**src/rtl/memory_stage.sv**
```systemverilog
// Memory stage: issues data-memory loads/stores over a req/ack port,
// stalls upstream while waiting, and owns the MEM/WB pipeline register.
module memory_stage #(
    parameter int TIMEOUT = 16
) (
    input  logic        clk,
    input  logic        rst,

    input  logic        valid_m,
    input  logic [15:0] aluOut_m,
    input  logic [15:0] read2Data_m,
    input  logic [15:0] pcInc_m,
    input  logic [2:0]  writeReg_m,
    input  logic        regWrite_m,
    input  logic        memRead_m,
    input  logic        memWrite_m,
    input  logic        memToReg_m,
    input  logic        link_m,
    input  logic        halt_m,

    output logic [15:0] mem_addr,
    output logic [15:0] mem_wdata,
    output logic        mem_rd,
    output logic        mem_wr,
    input  logic [15:0] mem_rdata,
    input  logic        mem_ack,

    output logic        stall_m,
    output logic        err,

    output logic        valid_w,
    output logic        regWrite_w,
    output logic        memToReg_w,
    output logic        link_w,
    output logic        halt_w,
    output logic [15:0] memData_w,
    output logic [15:0] aluOut_w,
    output logic [15:0] pcInc_w,
    output logic [2:0]  writeReg_w
);

    typedef enum logic [1:0] {
        IDLE   = 2'd0,
        WAIT   = 2'd1,
        HALTED = 2'd2,
        ERR    = 2'd3
    } state_t;

    localparam logic [7:0] CNT_LIMIT = 8'(TIMEOUT);

    state_t     state;
    state_t     state_nx;
    logic [7:0] cnt;
    logic [7:0] cnt_nx;
    logic       err_nx;

    logic       acc;
    logic       hlt;
    logic       is_rd;
    logic       is_wr;
    logic       req;
    logic       ld_instr;
    logic       ld_bubble;
    logic       ld_fault;

    // Address and store data come straight from the EX/MEM latch.
    assign mem_addr  = aluOut_m;
    assign mem_wdata = read2Data_m;

    // Decode the slot: write wins when both access bits are set.
    always_comb begin
        acc   = valid_m & (memRead_m | memWrite_m);
        hlt   = valid_m & halt_m;
        is_wr = memWrite_m;
        is_rd = memRead_m & ~memWrite_m;
    end

    // Next-state, stall and MEM/WB load selection.
    always_comb begin
        state_nx  = state;
        cnt_nx    = cnt;
        err_nx    = err;
        req       = 1'b0;
        stall_m   = 1'b0;
        ld_instr  = 1'b0;
        ld_bubble = 1'b0;
        ld_fault  = 1'b0;
        unique case (state)
            IDLE: begin
                if (hlt) begin
                    ld_instr = 1'b1;
                    state_nx = HALTED;
                end else if (!valid_m) begin
                    ld_bubble = 1'b1;
                end else if (acc) begin
                    req = 1'b1;
                    if (mem_ack) begin
                        ld_instr = 1'b1;
                    end else begin
                        stall_m   = 1'b1;
                        ld_bubble = 1'b1;
                        state_nx  = WAIT;
                        cnt_nx    = 8'd1;
                    end
                end else begin
                    ld_instr = 1'b1;
                end
            end
            WAIT: begin
                req = 1'b1;
                if (mem_ack) begin
                    ld_instr = 1'b1;
                    state_nx = IDLE;
                    cnt_nx   = 8'd0;
                end else if (cnt == CNT_LIMIT) begin
                    stall_m  = 1'b1;
                    ld_fault = 1'b1;
                    err_nx   = 1'b1;
                    state_nx = ERR;
                    cnt_nx   = 8'd0;
                end else begin
                    stall_m   = 1'b1;
                    ld_bubble = 1'b1;
                    cnt_nx    = cnt + 8'd1;
                end
            end
            HALTED, ERR: begin
                stall_m   = 1'b1;
                ld_bubble = 1'b1;
            end
        endcase
    end

    // Requests are masked during reset so an aborted access drops at once.
    always_comb begin
        mem_rd = rst & req & is_rd;
        mem_wr = rst & req & is_wr;
    end

    // State, wait counter and sticky error.
    always_ff @(posedge clk) begin
        if (!rst) begin
            state <= IDLE;
            cnt   <= 8'd0;
            err   <= 1'b0;
        end else begin
            state <= state_nx;
            cnt   <= cnt_nx;
            err   <= err_nx;
        end
    end

    // MEM/WB register: instruction, bubble or timeout-halt.
    always_ff @(posedge clk) begin
        if (!rst) begin
            valid_w    <= 1'b0;
            regWrite_w <= 1'b0;
            memToReg_w <= 1'b0;
            link_w     <= 1'b0;
            halt_w     <= 1'b0;
            memData_w  <= 16'd0;
            aluOut_w   <= 16'd0;
            pcInc_w    <= 16'd0;
            writeReg_w <= 3'd0;
        end else if (ld_instr) begin
            valid_w    <= valid_m;
            regWrite_w <= regWrite_m;
            memToReg_w <= memToReg_m;
            link_w     <= link_m;
            halt_w     <= halt_m;
            aluOut_w   <= aluOut_m;
            pcInc_w    <= pcInc_m;
            writeReg_w <= writeReg_m;
            if (acc && is_rd) begin
                memData_w <= mem_rdata;
            end
        end else if (ld_fault) begin
            valid_w    <= 1'b1;
            regWrite_w <= 1'b0;
            halt_w     <= 1'b1;
        end else if (ld_bubble) begin
            valid_w    <= 1'b0;
            regWrite_w <= 1'b0;
            halt_w     <= 1'b0;
        end
    end

endmodule

```
**config.mk**
```make
export PLATFORM = sky130hd
export DESIGN_NAME = memory_stage
export DESIGN_NICKNAME = d
export VERILOG_FILES = /design/src/rtl/memory_stage.sv
export SDC_FILE = /design/constraint.sdc
export NUM_CORES = 1
export LEC_CHECK = 0
export CAP_MARGIN = 20
export CORE_UTILIZATION = 56
export CTS_CLUSTER_DIAMETER = 200
export DETAILED_ROUTE_END_ITERATION = 8
export DONT_BUFFER_PORTS = 1
export HOLD_SLACK_MARGIN = 0.08
export PLACE_DENSITY = 0.74
export SLEW_MARGIN = 0
export SYNTH_ARGS = -nofsm -noshare
export SYNTH_HDL_FRONTEND = slang
export SYNTH_SLANG_ARGS = --single-unit
```
**constraint.sdc**
```tcl
create_clock -name clk -period 1.5 [get_ports clk]
set_input_delay 0.375 -clock clk [delete_from_list [all_inputs] [get_ports clk]]
set_output_delay 0.375 -clock clk [all_outputs]
set_load 0.02 [all_outputs]
```
==> run metrics <==
Clock Latency Late Sink=330 ps; Finished Layout Cells=404; leading cell type in the layout, fill and taps excluded=dfxtp_1; mean routed wirelength per cell=16.8 um; critical path endpoint=mem_wr; crit path launch=state[0]; via count=2392; worst path required time=1120 ps; Final Hold Viols=0; unrepaired setup endpoints after global routing=true; DIE AREA=0.00585 sq mm; row cnt=26; max cap viols=0; CTS root buf=clkbuf_8; Post-DRT Antenna Nets=0; number of global-route vias before repair=2442; FMAX=607 MHz; Yosys warnings=0; Worst Tran Pin Value=342 ps; Max transition margin=77.0%; outcome=finished, violations left; via-per-instance ratio=5.92; CTS tree=built; Layout Cell Area excl Fill=0.00348 sq mm; antenna violations before repair=0; PwrDens=1080 mW/mm^2; worst vdd ir=0.000695 V; CP Data Arrival Time=1270 ps; Layout area overhead=11.8%; grt ovf=0; R2R setup slack=-110 ps; DP Wirelength=4370 um; placer congestion estimate=0.794; Worst Hold Class=in -> reg; syn_area_per_cell=9.01 sq um; Die X=76.5 um; post-route setup slack=-147 ps; Mapped Area=0.00311 sq mm; ANT cells=0; layout cells sized above 1=23.1%; clk slew on worst S/H paths=70 ps; # nets final=409; minimum clock period=1650 ps; Worst R2R Start=state[1]; CTS Buf Count=9; Post-synth EDFFs=0; die height=76.5 um; # setup viols final=7; placed insts=381; DRC Markers=0; core area=0.00524 sq mm; # clock sinks=67; Initial Util=59.3%; Hold Path Origin=mem_ack; syn_nets=424; Worst setup EP type=output pin; # port buffers=0; first-pass GRT wire length=11000 um; reg-to-reg endpoint=cnt[6]; fin crit share=110%; Ports=169; FF+latch count, synth=67; wirelength, routed=6780 um; largest net degree at the start of global routing=65; Total GRT Usage=23.6%; CP Launch Type=flip-flop; DRT Pass-1 Iters=4; Slew Viols, Final=0; Reg2Reg Depth=5; Seq/Total Area, Yosys=43.2%; synthesized instance count=345; Lkg Pwr=0.00133 uW; hold_buf cts=0; Final Skew=4.75 ps; CP Class=reg -> out; Async SR Flop Fraction=0%; H-tree Lvls=3; crit path max fanout=4; count of cell types in the netlist=40; failing checks=negative setup slack; placed cell areas=0.00312 sq mm; Max Root-Sink Buffers=2; drt initial violations=159; Primary FF master, synth=dfxtp_1; most frequent cells in the layout=dfxtp_1, nand3_1, a21boi_0
==> cell type report <==
class	count	area (sq um)
clock inverter	2	10.0
tap	70	87.6
multi-input combinational	214	1510
inverter	5	18.8
fill	434	1760
clock buffer	13	169
sequential	67	1350
timing repair buffer	33	328
==> routing by layer <==
metal	global-route usage (%)	up-vias	routed length, um
li1	-	1155	-
met1	26.4	1102	2770
met2	39.3	122	3230
met3	8.74	13	654
met4	11.5	0	129
met5	0	-	0
==> sequential cells by signal, summed over array words and instances, names as in the netlist <==
name	count
aluOut_w	16
cnt	8
err	1
halt_w	1
link_w	1
memData_w	16
memToReg_w	1
pcInc_w	16
regWrite_w	1
state	2
valid_w	1
writeReg_w	3
==> worst min-delay path by stage <==
stage / to / slack, ps / cells after the start
floorplan: cnt[7] / 450 / 2
global placement: state[0] / 480 / 1
detailed placement: state[0] / 480 / 1
CTS: state[0] / 110 / 1
global route: state[0] / 120 / 1
finish: state[0] / 130 / 1
==> what timing repair did <==
item / in CTS / in global routing
buffers inserted: 6 / 2
gates resized for setup: 16 / 29
endpoints found under the setup margin: 11 / 34
pin swaps: 10 / 7
hold endpoints to repair: 0 / 0
==> cells by family after synthesis <==
family          after synthesis  share of synthesized area [%]
compound gates              107                           22.1
flops                        67                           43.2
fa+ha+maj                     2                          0.805
buf+inv                      64                           12.3
mux                          17                           5.47
simple gates                 88                           16.1
==> per-stage QoR <==
stage | power (uW) | util, % | hold slack (ps) | setup WS (ps) | setup TNS (ps)
2_1_floorplan | 2450 | - | 453 | -53.5 | -94.6
3_3_place_gp | 2410 | 59.5 | 478 | -123 | -525
3_5_place_dp | 2420 | 59.5 | 483 | -164 | -754
4_1_cts | 3790 | 64.7 | 106 | -162 | -537
5_1_grt | 3930 | 66.4 | 121 | -223 | -1240
6_report | 3760 | 66.4 | 133 | -147 | -564
==> power breakdown <==
part	total, uW	internal, uW	leakage [uW]	switching, uW
combinational	399	195	0.000689	204
sequential	2020	1870	0.000549	153
clock	1340	722	0.0000953	621
total	3760	2780	0.00133	978
==> synth_stat cells, types with 2 or more instances <==
master / instances / area share, %
a211oi_1: 2 / 0.48
mux2i_1: 17 / 5.5
nor2_1: 4 / 0.48
or3_1: 4 / 0.81
or4_1: 3 / 0.72
inv_1: 5 / 0.60
o21a_1: 4 / 0.97
o21bai_1: 2 / 0.48
a21boi_1: 4 / 0.97
nand3_1: 39 / 6.3
buf_4: 35 / 8.5
o21ai_1: 2 / 0.32
o31ai_1: 3 / 0.72
dfxtp_1: 67 / 43
clkbuf_1: 15 / 1.8
o21ai_0: 40 / 6.4
a21oi_1: 9 / 1.4
a21boi_0: 35 / 8.5
and4bb_2: 2 / 0.81
nand2b_1: 3 / 0.60
nand2_1: 5 / 0.60
nor2b_1: 18 / 3.6
nor3_1: 3 / 0.48
ha_1: 2 / 0.81
buf_2: 7 / 1.1
==> critical path: stages (launching register included) <==
cell and delay [ps]:
dfxtp_4 350, inv_2 40, o21a_4 130, nor4bb_4 240, buf_4 180
Note: power is estimated with default switching activity, not from simulation.
